**src/rtl/countdown_gen.sv**
```systemverilog
// Countdown sequencer: lights an LED bar and extinguishes one LED per step, MSB first, then flags done.
// Latency: every output is registered; inputs sampled on a rising clk edge take effect on that edge.
// Backpressure: none; pause_in freezes the count, abort_in returns to IDLE with top priority.
module countdown_gen #(
    parameter int CLOCK_FREQ      = 12000000,
    parameter int PRESCALER_COUNT = CLOCK_FREQ / 4,
    parameter int N_LEDS          = 4,
    parameter int TICKS_PER_STEP  = 8,
    parameter int BLINK           = 1
) (
    input  logic                        clk,
    input  logic                        reset_n,
    input  logic                        start_in,
    input  logic                        abort_in,
    input  logic                        pause_in,
    output logic [N_LEDS-1:0]           leds_out,
    output logic                        busy_out,
    output logic                        cd_done_out,
    output logic                        done_pulse_out,
    output logic [$clog2(N_LEDS+1)-1:0] remaining_out
);

    localparam int PW = $clog2(PRESCALER_COUNT);
    localparam int SW = (TICKS_PER_STEP > 1) ? $clog2(TICKS_PER_STEP) : 1;
    localparam int RW = $clog2(N_LEDS + 1);

    typedef enum logic [1:0] {
        IDLE   = 2'd0,
        RUN    = 2'd1,
        PAUSED = 2'd2,
        DONE   = 2'd3
    } state_t;

    state_t            state_q, state_d;
    logic [PW-1:0]     psc_q, psc_d;
    logic [SW-1:0]     step_q, step_d;
    logic              phase_q, phase_d;
    logic [N_LEDS-1:0] mask_q, mask_d;
    logic [RW-1:0]     rem_q, rem_d;
    logic [N_LEDS-1:0] leds_q, leds_d;
    logic              busy_q, busy_d;
    logic              done_q, done_d;
    logic              pulse_q, pulse_d;
    logic              tick;
    logic              wrap;

    // State and counter registers; everything clears asynchronously on reset.
    always_ff @(posedge clk or negedge reset_n) begin
        if (!reset_n) begin
            state_q <= IDLE;
            psc_q   <= '0;
            step_q  <= '0;
            phase_q <= 1'b0;
            mask_q  <= '0;
            rem_q   <= '0;
            leds_q  <= '0;
            busy_q  <= 1'b0;
            done_q  <= 1'b0;
            pulse_q <= 1'b0;
        end else begin
            state_q <= state_d;
            psc_q   <= psc_d;
            step_q  <= step_d;
            phase_q <= phase_d;
            mask_q  <= mask_d;
            rem_q   <= rem_d;
            leds_q  <= leds_d;
            busy_q  <= busy_d;
            done_q  <= done_d;
            pulse_q <= pulse_d;
        end
    end

    // Next-state, counter and output computation; abort beats start beats pause.
    always_comb begin
        state_d = state_q;
        psc_d   = psc_q;
        step_d  = step_q;
        phase_d = phase_q;
        mask_d  = mask_q;
        rem_d   = rem_q;
        pulse_d = 1'b0;
        leds_d  = '0;
        // >= on terminal values lets a corrupted counter fall back into range.
        tick    = (state_q == RUN) && (psc_q >= PW'(PRESCALER_COUNT - 1));
        wrap    = tick && (step_q >= SW'(TICKS_PER_STEP - 1));

        if (abort_in) begin
            state_d = IDLE;
            psc_d   = '0;
            step_d  = '0;
            phase_d = 1'b0;
            mask_d  = '0;
            rem_d   = '0;
        end else if (start_in && (state_q == IDLE || state_q == DONE)) begin
            state_d = RUN;
            psc_d   = '0;
            step_d  = '0;
            phase_d = 1'b0;
            mask_d  = {N_LEDS{1'b1}};
            rem_d   = RW'(N_LEDS);
        end else if (state_q == RUN) begin
            // A RUN cycle always counts, even the one that enters PAUSED.
            psc_d = tick ? '0 : psc_q + PW'(1);
            if (tick) begin
                phase_d = ~phase_q;
                step_d  = wrap ? '0 : step_q + SW'(1);
            end
            if (wrap) begin
                mask_d = mask_q >> 1;
                rem_d  = rem_q - RW'(1);
            end
            if (wrap && (mask_q == N_LEDS'(1))) begin
                state_d = DONE;
                pulse_d = 1'b1;
            end else if (pause_in) begin
                state_d = PAUSED;
            end
        end else if (state_q == PAUSED) begin
            if (!pause_in) begin
                state_d = RUN;
            end
        end

        busy_d = (state_d == RUN) || (state_d == PAUSED);
        done_d = (state_d == DONE);
        if (busy_d) begin
            if (BLINK != 0) begin
                leds_d = mask_d & {N_LEDS{~phase_d}};
            end else begin
                leds_d = mask_d;
            end
        end
    end

    assign leds_out       = leds_q;
    assign busy_out       = busy_q;
    assign cd_done_out    = done_q;
    assign done_pulse_out = pulse_q;
    assign remaining_out  = rem_q;

endmodule
```
**config.mk**
```make
export PLATFORM = sky130hd
export DESIGN_NAME = countdown_gen
export DESIGN_NICKNAME = d
export VERILOG_FILES = /design/src/rtl/countdown_gen.sv
export SDC_FILE = /design/constraint.sdc
export NUM_CORES = 1
export LEC_CHECK = 0
export ABC_AREA = 0
export BUFFER_PORTS_ARGS = -buffer_cell sky130_fd_sc_hd__buf_4
export CAP_MARGIN = 15
export CORE_MARGIN = 2
export CORE_UTILIZATION = 59
export DETAILED_ROUTE_END_ITERATION = 8
export PLACE_DENSITY = 0.86
export SYNTH_ARGS = -nofsm -noshare
export SYNTH_HDL_FRONTEND = slang
export SYNTH_SLANG_ARGS = --single-unit
```
**constraint.sdc**
```tcl
create_clock -name clk -period 3.57 [get_ports clk]
set_clock_uncertainty 0.1 [all_clocks]
set_input_delay 0.1785 -clock clk [delete_from_list [all_inputs] [get_ports clk]]
set_output_delay 0.1785 -clock clk [all_outputs]
set_load 0.005 [all_outputs]
```
Word level (Yosys, flattened, before mapping)
Index checks and enable logic that the tools add are counted.
- add/subtract/negate cells: 3
- $mul: 0
- div/mod/pow operators: 0
- magnitude comparators: 2
- equality and inequality tests: 7
- shift operators: 0
- muxes and demuxes: 33
- bitwise logic cells: 3
- reduce and logical (&&, ||, !) cells: 12
- operators by type and width (cell ; number):
    22-bit two-way mux ; 4
    3-bit two-way mux ; 9
    22-bit by 1-bit adder with 22-bit output (second input constant) ; 1
    22-bit >= comparator (second input constant) ; 1
    4-bit two-way mux ; 5
    2-bit two-way mux ; 7
    3-bit nonzero test ; 3
    2-bit equality test (second input constant) ; 4
    1-bit two-way mux ; 8
    4-bit AND ; 1
    2-bit by 1-bit equality test with 1-bit output (second input constant) ; 2
    4-bit by 1-bit equality test with 1-bit output (second input constant) ; 1
    1-bit logical AND ; 4
    2-bit AND reduction ; 2
    3-bit by 1-bit adder with 3-bit output (second input constant) ; 1
    3-bit >= comparator (second input constant) ; 1
    3-bit by 1-bit subtractor with 3-bit output (second input constant) ; 1
    2-bit logical NOT ; 1
    1-bit logical OR ; 2
    1-bit inverter ; 2
- register bits: 42
- latch bits: 0
- RAM bits: 0
- ROM bits: 0
- input port bits: 5
- output and inout bits: 10
- word-level logic and storage cells: 70
- memories kept: 0

Depth between registers and ports, before layout
- depth in word-level cells: 11
- gate-level depth with buffers: 10
- mapped depth without buffers: 10

Worst setup path before layout
Ideal clock, no wire load.
- kind: register to register
- from: register step_q[0]
- to: register leds_q[0] (netlist: leds_out[0])
- library setup time: 0.137 ns
- arrival: 2.285 ns
- data required time: 3.333 ns
- slack: 1.047 ns
- stages on the path, launching flop included: 11
- cell sequence: dfrtp_1 > ha_1 > ha_1 > a31oi_1 > nor4_4 > o21ai_4 > or4_4 > a31oi_2 > ha_1 > nand2b_1 > a211oi_1
- word-level cells in the longest chain between the ends: 10
- elaborated cells between the ends (all ways): 16
- ends and longest elaborated chain (item ; RTL line ; RTL):
    from (decl) ; 36 ; logic [SW-1:0] step_q, step_d;
    from (signal assigned) ; 63 ; step_q <= step_d;
    3-bit >= comparator (*) ; 86 ; wrap = tick && (step_q >= SW'(TICKS_PER_STEP - 1));
    1-bit logical AND (*) ; 86 ;
    1-bit logical AND (*) ; 113 ; if (wrap && (mask_q == N_LEDS'(1))) begin
    2-bit two-way mux (*) ; 113 ;
    2-bit two-way mux (*) ; 102 ; end else if (state_q == RUN) begin
    2-bit two-way mux (*) ; 95 ; end else if (start_in && (state_q == IDLE || state_q == DONE)) begin
    2-bit two-way mux (*) ; 88 ; if (abort_in) begin
    net state_d[0] ; 34 ; state_t state_q, state_d;
    2-bit by 1-bit equality test with 1-bit output or 2-bit equality test (tied branches) ; 125 ; busy_d = (state_d == RUN) || (state_d == PAUSED);
    1-bit logical OR (*) ; 125 ;
    net busy_d ; 41 ; logic busy_q, busy_d;
    4-bit two-way mux (*) ; 127 ; if (busy_d) begin
    net leds_d[0] ; 40 ; logic [N_LEDS-1:0] leds_q, leds_d;
    to (signal assigned) ; 67 ; leds_q <= leds_d;
    to (decl) ; 40 ;
Mark *: on every way through the listed nets, which the timed path passes. The rest lies on a longest branch.
A chain may end at the register's enable or synchronous reset.

Final worst setup path
- from: register state_q[1]
- to: register leds_q[1] (netlist: leds_out[1])
- word-level cells in the longest chain between the ends: 11
- elaborated cells between the ends (all ways): 30
- ends and longest elaborated chain (item ; RTL line ; RTL):
    from (decl) ; 34 ;
    from (signal assigned) ; 61 ; state_q <= state_d;
    2-bit by 1-bit equality test with 1-bit output ; 85, 102 ;
    1-bit logical AND ; 85 ; tick = (state_q == RUN) && (psc_q >= PW'(PRESCALER_COUNT - 1));
    1-bit logical AND ; 86 ;
    1-bit logical AND ; 113 ;
    2-bit two-way mux ; 113 ;
    2-bit two-way mux ; 102 ;
    2-bit two-way mux (*) ; 95 ;
    2-bit two-way mux (*) ; 88 ;
    net state_d[0] ; 34 ;
    2-bit by 1-bit equality test with 1-bit output or 2-bit equality test (tied branches) ; 125 ;
    1-bit logical OR (*) ; 125 ;
    net busy_d ; 41 ;
    4-bit two-way mux (*) ; 127 ;
    net leds_d[1] ; 40 ;
Marks and branches as above.

==> flow_summary.ini <==
[worst_setup_path]
cp_cell_sequence = inv_1, ha_1, nand2_1, nor4_4, o21ai_4, or4_4, a31oi_2, ha_1, nand2b_1, a211oi_1
cpPeakStageDelay_ns = 0.55
slowest_stage = or4_4
critPathArrivalTime_ns = 2.85
critPathCaptureType = flip-flop
crit_type = flip-flop to flip-flop
worst_setup_path_start_kind = flip-flop
cpLargestDelayFamily = simple AND/OR/NAND/NOR gates
path_buf_inv = 1
crit_path_frequent_cell = ha_1
required_ns = 3.62
critPathMaxFanout = 8

[drt]
drtAntennaViolNets = 0
avgRoutedWirePerCell_um = 14.93
drt-initial-drc-count = 68
via_count = 1538
drc = 0
viasPerCell = 5.654
totalWireLength_um = 4062
dr.pass1.iters = 4

[timing]
hold_viol_final = 0
max_clock_freq_mhz = 356.2
drv_slew = 0
fin_tns_setup_ns = 0
rsz0062_at_grt = false
post-route-min-period_ns = 2.808
max_slew_margin_pct = 49.34
worst_pin_slew_ns = 0.7554
post-route-period-util_pct = 78.65
setup_viol = 0

[cells_and_area]
num-fill-cells = 262
multi_input_area_um2 = 1069
nets = 237
drive_gt1_share_pct = 16.96
antenna_cells = 0
syn_to_final_growth_pct = 11.09
final-seq-area_um2 = 1051
fin_cells = 272
finalInstanceArea_um2 = 2407

[cts]
clock-sinks = 42
htreeDepth = 2
worstSkewPairLatency_ns = 0.28
cts_tree = built
path_clk_slew_ns = 0.07
cts_root_buf = clkbuf_8
clock_path_buffers = 2
numCtsBuffers = 5
postCtsSetupRepairBufs = 0

[synthesis]
yosysSeqAreaShare_pct = 48.50
synthesis.instances = 207
synth-edff-count = 0
synth_cell_type_count = 48
async_reset_ff_share_pct = 100.0
yosysMostFrequentCell = dfrtp_1
ys_warn_count = 0
syn_avg_cell_area_um2 = 10.47
ys_ff_latch = 42
ys_top_cells_by_count = 42 x dfrtp_1, 33 x nor2_1, 14 x xor2_1, 12 x nand3_1, 11 x nand2_1
synth.cell_area_um2 = 2167
syn_nets = 219
synth_ff_type = dfrtp_1
synth_area_leaders = dfrtp_1 48%, nor2_1 5.7%, xor2_1 5.7%, ha_1 4.0%, nand3_1 2.8%
synth_top_cell_area_share_pct = 48.50
yosysTopAreaCell = dfrtp_1

[floorplanning]
num_io_pins = 15
fp.coreArea_um2 = 3606
die_h_um = 64.61
die_w_um = 64.61
row_count = 22
start_util_pct = 60.10
dieArea_um2 = 4174

[global_routing]
track_usage_pct = 22.32
grt_pass1_wl_um = 7169
grt_max_degree = 43
antenna_found_initial = 0
grt_pass1_vias = 1558
grt_overflow_total = 0

[worst_hold_path]
min_path_type = input port to flip-flop

[placed_design]
portBuffers = 14
hpwl_um = 2844
dpl-instance-area_um2 = 2315
gp_congestion = 0.7771
place_inst = 265

[run]
max_cap_violations = 0

[pwr]
total_power_mw = 0.8927
max-vdd-ir-drop_mv = 0.2378
p_per_area_nw_per_um2 = 370.8
p_leak_nw = 1.097

[outcome]
status = completed
[flip-flops by register name (all words and copies together) (netlist names)]
name / cells
phase_q: 1
done_pulse_out: 1
busy_out: 1
mask_q: 4
state_q: 2
remaining_out: 3
step_q: 3
cd_done_out: 1
leds_out: 4
psc_q: 22
[stage by stage]
stage	hold WS (ns)	utilization, %	setup slack, ns
after floorplan	-0.2171	-	1.047
after global placement	0.08671	64.19	0.9268
after detailed placement	0.08727	64.19	0.8023
after CTS	0.01958	66.76	0.7823
after global routing	0.02683	66.76	0.5472
final	0.03083	66.76	0.7623
[report_power, final]
| part | switching, mW | internal [mW] | leakage [nW] |
|---|---|---|---|
| registers | 0.00971 | 0.491 | 0.577 |
| clock network | 0.145 | 0.149 | 0.0431 |
| logic | 0.0611 | 0.0361 | 0.477 |
| total | 0.216 | 0.676 | 1.10 |
[cell usage in the layout, fill, tap and decap left out, types with 2 or more instances in the layout]
cell type / instances
nor2_1: 33
xor2_1: 14
nand3_1: 12
mux2i_1: 2
mux2_2: 3
xnor2_1: 6
a211oi_1: 5
a21oi_1: 8
ha_1: 7
nor3_4: 2
and2_1: 4
dfrtp_1: 42
or2_2: 2
a22oi_1: 2
nand2_1: 11
o21ai_0: 2
clkbuf_8: 6
and3_1: 5
inv_1: 8
nor2b_1: 3
nand4_1: 3
buf_4: 14
o21ai_4: 2
nand2b_1: 3
[layout make-up]
| class | count | area share, % |
|---|---|---|
| multi-input combinational | 153 | 44.39 |
| sequential | 42 | 43.66 |
| tap | 48 | 2.495 |
| clock buffer | 6 | 3.430 |
| timing repair buffer | 15 | 4.782 |
| inverter | 8 | 1.247 |
[repair_timing]
action / in CTS / in global routing
hold endpoints to repair: 42 / 0
resized for setup: 0 / 0
hold buffers: 1 / 0
[logic make-up after synthesis]
family	Yosys count	synth area share, %
buf+inv	12	2.194
compound gates	30	11.09
xor+xnor	20	8.083
flops	42	48.50
fa+ha+maj	7	4.041
mux	5	2.483
simple gates	91	23.62
[worst register-to-register path, delay by kind of cell (launching register included)]
kind | cells | cell delay, ns
DFF | 1 | 0.41
and+or+nand+nor | 4 | 1.16
buffers and inverters | 1 | 0.09
AOI/OAI and AO/OA | 3 | 0.41
adders and majority gates | 2 | 0.51
[path summary, 6_finish.rpt]
path,startpoint,to,slack (ns),depth (start not counted)
worst max-delay path,state_q[1]$_DFF_PN0_,leds_out[1]$_DFF_PN0_,0.76,10
worst min-delay path,abort_in,remaining_out[2]$_DFFE_PN0P_,0.03,2
worst max register to register,state_q[1]$_DFF_PN0_,leds_out[1]$_DFF_PN0_,0.76,10
worst min register to register,psc_q[10]$_DFFE_PN0P_,psc_q[10]$_DFFE_PN0P_,0.45,2
max in group asynchronous,reset_n,leds_out[2]$_DFF_PN0_,2.70,2
min in group asynchronous,reset_n,psc_q[10]$_DFFE_PN0P_,0.31,2
[metal layers]
layer	track usage [%]	share of wire (%)	vias up
met5	0	0	-
met4	7.979	0.27	0
met3	5.208	3.8	2
met2	34.11	47	31
met1	31.40	49	751
li1	-	-	754
Note: power is estimated with default switching activity, not from simulation.
